File: src/rtl/rgb_gray_stream.sv
// rgb_gray_stream: byte-serial RGB to gray converter with valid/ready streams and frame counting
// Ports:
//   clk, rst_n          clock, synchronous active-low reset
//   gs_enable, mode     frame start/run level, conversion select latched at start
//   din/_valid/_ready   R,G,B byte stream from source memory
//   dout/_valid/_ready  gray result stream to destination memory
//   busy, pix_count     not idle, pixels delivered this frame
//   gs_done             one-cycle pulse after the last pixel of a frame
module rgb_gray_stream #(
  parameter int DW  = 8,
  parameter int N   = 480,
  parameter int M   = 320,
  parameter int PCW = $clog2(N*M+1)
) (
  input  logic           clk,
  input  logic           rst_n,
  input  logic           gs_enable,
  input  logic [1:0]     mode,
  input  logic [DW-1:0]  din,
  input  logic           din_valid,
  output logic           din_ready,
  output logic [DW-1:0]  dout,
  output logic           dout_valid,
  input  logic           dout_ready,
  output logic           busy,
  output logic [PCW-1:0] pix_count,
  output logic           gs_done
);
  typedef enum logic [2:0] {IDLE, FILL, CALC, OUT, DONE} state_t;
  localparam int XW = DW + 10;
  localparam logic [PCW-1:0] TOTAL = PCW'(N*M);
  state_t state, state_nx;
  logic [1:0] idx, md;
  logic [DW-1:0] r, g, b, res, mx, calc;
  logic [XW-1:0] luma, avg;
  logic acc, last;
  function automatic logic [DW-1:0] sat(input logic [DW+1:0] x);
    return |x[DW+1:DW] ? '1 : x[DW-1:0];
  endfunction
  assign acc  = state == FILL && din_valid;
  assign last = pix_count + PCW'(1) == TOTAL;
  assign luma = XW'(77)*XW'(r) + XW'(150)*XW'(g) + XW'(29)*XW'(b) + XW'(128);
  assign avg  = (XW'(r) + XW'(g) + XW'(b))*XW'(85) + XW'(128);
  assign mx   = r > g ? (r > b ? r : b) : (g > b ? g : b);
  assign calc = md == 2'd0 ? sat(luma[XW-1:8]) : md == 2'd1 ? sat(avg[XW-1:8]) : md == 2'd2 ? mx : g;
  always_comb begin
    state_nx = state;
    case (state)
      IDLE:    state_nx = gs_enable ? FILL : IDLE;
      FILL:    state_nx = !gs_enable ? IDLE : (acc && idx == 2'd2) ? CALC : FILL;
      CALC:    state_nx = gs_enable ? OUT : IDLE;
      OUT:     state_nx = !gs_enable ? IDLE : !dout_ready ? OUT : last ? DONE : FILL;
      DONE:    state_nx = IDLE;
      default: state_nx = IDLE;
    endcase
  end
  always_ff @(posedge clk) begin
    if (!rst_n) begin
      state     <= IDLE;
      idx       <= '0;
      md        <= '0;
      r         <= '0;
      g         <= '0;
      b         <= '0;
      res       <= '0;
      pix_count <= '0;
    end else begin
      state <= state_nx;
      if (state == IDLE && gs_enable) begin
        md        <= mode;
        pix_count <= '0;
        idx       <= '0;
      end
      if (acc) begin
        idx <= idx == 2'd2 ? 2'd0 : idx + 2'd1;
        if (idx == 2'd0) r <= din;
        if (idx == 2'd1) g <= din;
        if (idx == 2'd2) b <= din;
      end
      if (state == CALC) res <= calc;
      // an abort in the same cycle as the handshake drops the pixel uncounted
      if (state == OUT && dout_ready && gs_enable) pix_count <= pix_count + PCW'(1);
    end
  end
  assign din_ready  = state == FILL;
  assign dout_valid = state == OUT;
  assign dout       = dout_valid ? res : '0;
  assign busy       = state != IDLE;
  assign gs_done    = state == DONE;
endmodule
File: config.mk
export PLATFORM = sky130hd
export DESIGN_NAME = rgb_gray_stream
export DESIGN_NICKNAME = d
export VERILOG_FILES = /design/src/rtl/rgb_gray_stream.sv
export SDC_FILE = /design/constraint.sdc
export NUM_CORES = 1
export LEC_CHECK = 0
export BUFFER_PORTS_ARGS = -buffer_cell sky130_fd_sc_hd__buf_4
export CORE_MARGIN = 2
export CORE_UTILIZATION = 40
export CTS_CLUSTER_DIAMETER = 120
export CTS_CLUSTER_SIZE = 10
export DETAILED_ROUTE_END_ITERATION = 16
export PLACE_DENSITY = 0.55
export SLEW_MARGIN = 5
export SYNTH_ARGS = -nofsm -noshare
export SYNTH_HDL_FRONTEND = slang
export SYNTH_SLANG_ARGS = --single-unit
File: constraint.sdc
create_clock -name clk -period 6.45 [get_ports clk]
set_input_delay 0.9675 -clock clk [delete_from_list [all_inputs] [get_ports clk]]
set_output_delay 0.9675 -clock clk [all_outputs]
set_load 0.05 [all_outputs]
==> summary.md, run 1 <==
| Metric | Value |
|---|---|
| GRT overflow | 0 |
| Reg2Reg Capture Point | res[6] |
| Clock root buffer | clkbuf_16 |
| Slew HR | roughly 36% |
| Commonest cells after routing, fill and taps aside | ha_1 (166), inv_1 (151), buf_4 (92), fa_1 (75), nor2_1 (69) |
| Setup slack, reg-to-reg | approximately 0.23 ns |
| Final #Nets | approximately 1,300 |
| Cell Count, Final, Fillers Out | 1,307 |
| R2R cell count | 27 |
| Yosys warns | 0 |
| Cell Pwr Density | around 110 nW/um2 |
| Hold Vio Cnt, Final | 0 |
| XOR/XNOR Fraction of Synth Area | ~3.1% |
| Min-delay src | idx[1] |
| Num ports | 45 |
| Maximum clock frequency | between 150 and 200 MHz |
| Endpoints failing setup | 0 |
| LEAKAGE | between 5 and 6 nW |
| Core footprint | a little over 20,000 um2 |
| Arr. time, crit path | ~6.5 ns |
| Hold path depth | 2 |
| CP Launch Type | register |
| H-tree Lvls | 3 |
| Placed Cells | between 1,000 and 1,500 |
| FF-to-FF Start | g[4] |
| Ys async rst share | 0% |
| Primary FF master, synth | dfxtp_1 |
| Synthesized cell area | between 8000 and 9000 um2 |
| Run status | finished clean |
| Worst min path class | reg -> reg |
| Share of post-route cells with drive strength above 1 | roughly 16% |
| Initial DRC count | about 370 |
| Die Y | between 100 and 150 um |
| Routed WL | 22.5 mm |
| RSZ-0062 raised after global routing | yes |
| DP HPWL | about 19 mm |
| Number of enable flip-flop cells after synthesis | 0 |
| Synth Area in Simple Gates | about 14% |
| P&R area growth vs syn | 17.8% |
| Routed via count | between 6,000 and 7,000 |
| CTS tree | built |
| Post-DRT Antenna Nets | 0 |
| First-pass GRT wire length | ~36 mm |
| Worst Hold Path EP | idx[1] |
| Initial antenna violation count | 0 |
| Crit. End Element | register |
| Post-Synth Adder-Cell Area | 44.2% |
| Compound-gate portion of the synthesized area | between 10 and 15% |
| Routability cong. | roughly 0.85 |
| Mapped Nets | between 1,000 and 1,500 |
| Mapped Cells | about 940 |
| Netlist cell types | 74 |
| Die Width | 149 um |
| MaxCap Viol Count | 0 |
| Clock Pin Slew Worst Setup and Hold Paths | approximately 0.05 ns |
| Slew Viols, Final | 0 |
| Critical Path RT | ~6.7 ns |
| Drt pass-1 iters | 5 |
| Vias in the first global route | around 6,700 |
| Site Rows | between 50 and 60 |
| Max Clock Skew | 0.00752 ns |
| Slew at the pin with the worst max-slew slack | around 0.95 ns |
| Vias/cell | about 5.3 |
| Pin count of the biggest net entering global routing | 46 |
| Post-synthesis sequential area ratio | 13.6% |
| Setup CP Type | reg -> reg |
| Setup_tns | 0 ns |
| Initial core utilization | 41.1% |
| CTS Buf Count | 9 |
| Antenna Cells | 0 |
| Min Tclk post-route | ~6.2 ns |
| Main combinational cell family by area after synthesis | adder cells |
| DP Area | approximately 9300 um2 |
| Synthesized area per cell | between 8 and 9 um2 |
| Final Cycle Share | between 90% and 100% |
| Crit path max fanout | 4 |
| Gr usage total | between 20% and 30% |
| Fin area | 9860 um2 |
| Port buffer count | between 40 and 50 |
| Clock latency on the worst-skew pair | 0.33 ns |
| Maximum vdd drop | roughly 0.11 mV |
| # DRC | 0 |
| DIE AREA | approximately 22,000 um2 |
| Commonest non-fill, non-tap cell in the layout | ha_1 |
| # clock sinks | between 50 and 60 |
| Mux contribution to synthesized area | ~3.3% |
| Max Buffers Root-to-Sink | 2 |
| Yosys reg bits | 57 |
| Average routed wire per standard cell | about 17 um |
==> cells in the mapped netlist (all sizes together) (3+ instances only) <==
| cell | number | area (um2) |
|---|---|---|
| nor3 | 17 | 90.1 |
| nand3 | 19 | 95.1 |
| o21bai | 8 | 60.1 |
| ha | 174 | 2180 |
| xnor2 | 21 | 184 |
| fa | 76 | 1520 |
| a21o | 10 | 76.3 |
| dfxtp | 57 | 1140 |
| nor4 | 9 | 62.6 |
| o31ai | 7 | 52.6 |
| or2 | 9 | 56.3 |
| o22ai | 4 | 25.0 |
| nand4 | 11 | 68.8 |
| a21oi | 59 | 295 |
| o21ai | 31 | 155 |
| or3 | 6 | 38.8 |
| and4 | 4 | 36.3 |
| o31a | 3 | 26.3 |
| mux2i | 25 | 250 |
| or4 | 3 | 22.5 |
| nor2 | 70 | 265 |
| and2 | 12 | 75.1 |
| a22oi | 5 | 51.3 |
| clkbuf | 13 | 50.0 |
| o41ai | 3 | 33.8 |
| a31oi | 11 | 68.8 |
| inv | 153 | 574 |
| nand2 | 45 | 169 |
| a211oi | 4 | 35.0 |
| and3 | 15 | 98.8 |
| o211ai | 4 | 30.0 |
| xor2 | 9 | 78.8 |
| a21boi | 3 | 26.3 |
| nor2b | 3 | 18.8 |
| nor3b | 3 | 22.5 |
==> registers in the layout (all words and copies together) (netlist names) <==
name / count
b: 8
pix_count: 18
state: 3
g: 8
md: 2
res: 8
idx: 2
r: 8
==> cells by family (layout without fill, tap and decap cells) <==
kind of cell	count (synthesis)	after routing
flops	57	57
fa+ha+maj	250	250
buf+inv	168	262
simple gates	233	233
xor+xnor	30	30
compound gates	178	178
mux	27	27
==> report_power, final <==
group	total (W)	leakage, nW	switching [W]	internal [W]
sequential	0.000360	0.461	0.00000471	0.000356
combinational	0.000241	4.70	0.000137	0.000103
clock	0.000509	0.152	0.000173	0.000336
total	0.00111	5.31	0.000315	0.000795
==> final cells by class <==
class                      instances  area, um2
fill                            1970      10500
multi-input combinational        718       6800
sequential                        57       1140
timing repair buffer              93        702
inverter                         153        574
tap                              270        338
clock buffer                      10        229
clock inverter                     6       82.6
==> per-layer routing <==
| metal | share of wire [%] | track usage [%] | up-vias |
|---|---|---|---|
| li1 | - | - | 3451 |
| met2 | 46 | 34.5 | 141 |
| met5 | 0 | 0 | - |
| met4 | 1.5 | 4.00 | 0 |
| met3 | 3.8 | 2.94 | 18 |
| met1 | 49 | 30.2 | 3328 |
==> worst max path at each step <==
stage | startpoint | to | cells after the start
6_report | g[4] | res[6] | 27
5_1_grt | g[3] | res[6] | 25
4_1_cts | g[4] | res[6] | 26
3_5_place_dp | g[4] | res[6] | 24
3_3_place_gp | g[4] | res[3] | 23
2_1_floorplan | g[4] | res[3] | 24
==> worst max-delay path, stage by stage (launching register included) <==
cell and delay, ns:
dfxtp_2 0.33, buf_4 0.13, ha_1 0.27, ha_1 0.29
inv_1 0.05, fa_1 0.49, inv_2 0.05, ha_4 0.26
inv_1 0.05, o21ba_4 0.21, o21bai_4 0.15, xor2_2 0.18
fa_2 0.47, fa_1 0.49, inv_1 0.05, fa_1 0.47
inv_1 0.05, fa_1 0.42, ha_4 0.25, ha_4 0.29
buf_6 0.10, nand4_1 0.09, a31o_2 0.25, o211ai_1 0.12
a31oi_1 0.14, xnor2_1 0.17, nor2_1 0.07, o41ai_2 0.25
==> metrics by stage <==
step                      setup WS, ns  hold WS [ns]  total power (W)  utilization [%]
final                            0.226         0.489          0.00111             48.4
after global routing           -0.0768         0.507          0.00117             48.4
after floorplan                0.00955         0.411         0.000523                -
after detailed placement        -0.122         0.478         0.000592             45.8
after global placement         -0.0895         0.476         0.000590             45.8
after CTS                     0.000506         0.486          0.00111             47.6
==> repair_timing <==
action | 4_1_cts | 5_1_grt
setup endpoints to repair | 7 | 8
pin swaps | 3 | 28
hold buffers | 0 | 0
gates resized for setup | 6 | 26
setup buffers | 0 | 2
No activity file was read; power rests on OpenSTA's default activity.
==> run 2, diff against run 1 <==
RECOVER_POWER = 100   (was default)
==> summary.md, run 2 (synthesis results as in run 1) <==
| Metric | Value |
|---|---|
| Run status | finished, violations left |
| Failing checks | capacitance limit, slew limit |
| Post-DRT Antenna Nets | 0 (unchanged) |
| DP HPWL | 18.6 mm (unchanged) |
| Max Buffers Root-to-Sink | 2 (unchanged) |
| Final Cycle Share | 96.5% (about the same) |
| Pin count of the biggest net entering global routing | 46 (unchanged) |
| Commonest non-fill, non-tap cell in the layout | ha_1 |
| Clock root buffer | clkbuf_16 |
| CP Launch Type | register |
| Commonest cells after routing, fill and taps aside | ha_1 (166), inv_1 (151), fa_1 (75), nor2_1 (69), buf_4 (60) |
| Top reg by flops | pix_count |
| DP Area | 9340 um2 (unchanged) |
| Placed Cells | 1,289 (unchanged) |
| Min Tclk post-route | 6.22 ns (-0.00246 ns) |
| DIE AREA | 22,100 um2 (unchanged) |
| Gr usage total | 21.2% (unchanged) |
| Core footprint | 20,400 um2 (unchanged) |
| Worst Hold Path EP | res[1] |
| Site Rows | 52 (unchanged) |
| Comb pwr share | 21.6% (about the same) |
| LEAKAGE | 5.18 nW (-2.6%) |
| Fin area | 9740 um2 (-1.3%) |
| Net switching power | 0.000316 W (+0.14%) |
| Initial core utilization | 41.1% (unchanged) |
| Max Clock Skew | 0.00746 ns (-0.0000598 ns) |
| Share of post-route cells with drive strength above 1 | 12.4% (-3.2 points) |
| Crit. End Element | register |
| Initial antenna violation count | 0 (unchanged) |
| RSZ-0062 raised after global routing | yes |
| Clock Power Share | 45.9% (about the same) |
| Min-delay src | res[1] |
| CTS Buf Count | 9 (unchanged) |
| Routed WL | 22.6 mm (+0.58%) |
| Worst min path class | reg -> reg |
| FF-to-FF Start | g[4] |
| Cell Count, Final, Fillers Out | 1,307 (unchanged) |
| CTS tree | built |
| Post-Place Worst Slack | -0.122 ns (unchanged) |
| # clock sinks | 57 (unchanged) |
| Hold path depth | 2 (unchanged) |
| Num ports | 45 (unchanged) |
| Cell Pwr Density | 114 nW/um2 (+1.2%) |
| Setup slack, reg-to-reg | 0.23 ns (about the same) |
| Initial DRC count | 360 (-2.4%) |
| Slew HR | -39.1% (-76 points) |
| Clock latency on the worst-skew pair | 0.33 ns (about the same) |
| Endpoints failing setup | 0 (unchanged) |
| # DRC | 0 (unchanged) |
| Vias/cell | 5.30 (-0.12%) |
| Vias in the first global route | 6,657 (unchanged) |
| Arr. time, crit path | 6.44 ns (-0.02 ns) |
| Drt pass-1 iters | 5 (unchanged) |
| Maximum clock frequency | 161 MHz (about the same) |
| Die Width | 149 um (unchanged) |
| Clock Pin Slew Worst Setup and Hold Paths | 0.06 ns (about the same) |
| Int Pwr | 0.000794 W (-0.12%) |
| Port buffer count | 44 (unchanged) |
| Hold Vio Cnt, Final | 0 (unchanged) |
| Flip-flop count of the largest register after layout | 18 (unchanged) |
| Slew Viols, Final | 46 (+46) |
| Post-route setup slack | 0.228 ns (+0.00246 ns) |
| R2R cell count | 27 (unchanged) |
| Maximum vdd drop | 0.112 mV (+0.52%) |
| Seq pwr share | 32.5% (about the same) |
| Slew at the pin with the worst max-slew slack | 2.09 ns (+1.14 ns) |
| CP max stage delay | 0.49 ns (about the same) |
| First-pass GRT wire length | 36.2 mm (unchanged) |
| P&R area growth vs syn | 16.3% |
| H-tree Lvls | 3 (unchanged) |
| Die Y | 149 um (unchanged) |
| Critical Path RT | 6.67 ns (-0.02 ns) |
| Routability cong. | 0.848 (unchanged) |
| Filler Cells Inserted | 2,015 (+2.3%) |
| MaxCap Viol Count | 1 (+1) |
| GRT overflow | 0 (unchanged) |
| Setup CP Type | reg -> reg |
| Antenna Cells | 0 (unchanged) |
| Average routed wire per standard cell | 17.3 um (+0.58%) |
| Reg2Reg Capture Point | res[3] |
| Crit path max fanout | 4 (unchanged) |
| Slowest-stage cell, CP | fa_1 |
| Hold_buf cts | 0 (unchanged) |
| Switching part of the total power | 28.4% (+0.054 points) |
| Routed via count | 6,930 (-0.12%) |
| Final #Nets | 1,297 (unchanged) |
## run 2: changes by cell type in the layout (fill, tap and decap cells not counted), sizes merged
cell / delta
buf: -32
clkbuf: +32
## run 2: power by group through the flow
| stage | sequential, W | combinational, W | clock, W |
|---|---|---|---|
| 5_1_grt | 0.000361 | 0.000271 | 0.000533 |
| 4_1_cts | 0.000360 | 0.000230 | 0.000518 |
| 3_3_place_gp | 0.000368 | 0.000223 | 0 |
| 2_1_floorplan | 0.000368 | 0.000155 | 0 |
| 3_5_place_dp | 0.000368 | 0.000224 | 0 |
| 6_report | 0.000360 | 0.000240 | 0.000509 |
## run 2: metrics by stage
step           power [W]  hold WS [ns]  setup TNS [ns]  util, %
2_1_floorplan   0.000523         0.411               0        -
3_3_place_gp    0.000590         0.476          -0.200     45.8
3_5_place_dp    0.000592         0.478          -0.285     45.8
4_1_cts          0.00111         0.486               0     47.6
5_1_grt          0.00116         0.507         -0.0990     47.8
6_report         0.00111         0.488               0     47.8
## run 2: how the worst max path moves through the flow
stage	start	endpoint	slack [ns]	cells after the start
6_report	g[4]	res[3]	0.23	27
5_1_grt	g[3]	res[6]	-0.08	25
4_1_cts	g[4]	res[6]	0.0005	26
3_5_place_dp	g[4]	res[6]	-0.12	24
3_3_place_gp	g[4]	res[3]	-0.09	23
2_1_floorplan	g[4]	res[3]	0.01	24
## run 2: timing repair
action,4_1_cts,5_1_grt
resized for setup,6,26
hold endpoints to repair,0,0
setup endpoints to repair,7,8
buffers inserted,0,2
pin swaps,3,28
## run 2: cell type report
class / instances / area (um2) / share of cell area, %
Sequential cell: 57 / 1140 / 11.7
Clock buffer: 10 / 229 / 2.35
Clock inverter: 6 / 82.6 / 0.848
Inverter: 153 / 574 / 5.90
Multi-Input combinational cell: 718 / 6790 / 69.7
Tap cell: 270 / 338 / 3.47
Timing Repair Buffer: 93 / 582 / 5.97
## run 2: critical path: cells and delay by family, from the launching register on
kind / cells / cell delay [ns]
fa+ha+maj: 10 / 3.67
compound gates: 5 / 0.82
buf+inv: 7 / 0.51
simple gates: 3 / 0.47
flops: 1 / 0.33
xor+xnor: 2 / 0.31
## run 2: routing by layer
metal,vias up,part of all wire [%],GRT usage [%]
met4,0,1.6,4.00
met2,139,46,34.5
met1,3318,49,30.2
met3,20,3.9,2.94
li1,3453,-,-
met5,-,0,0
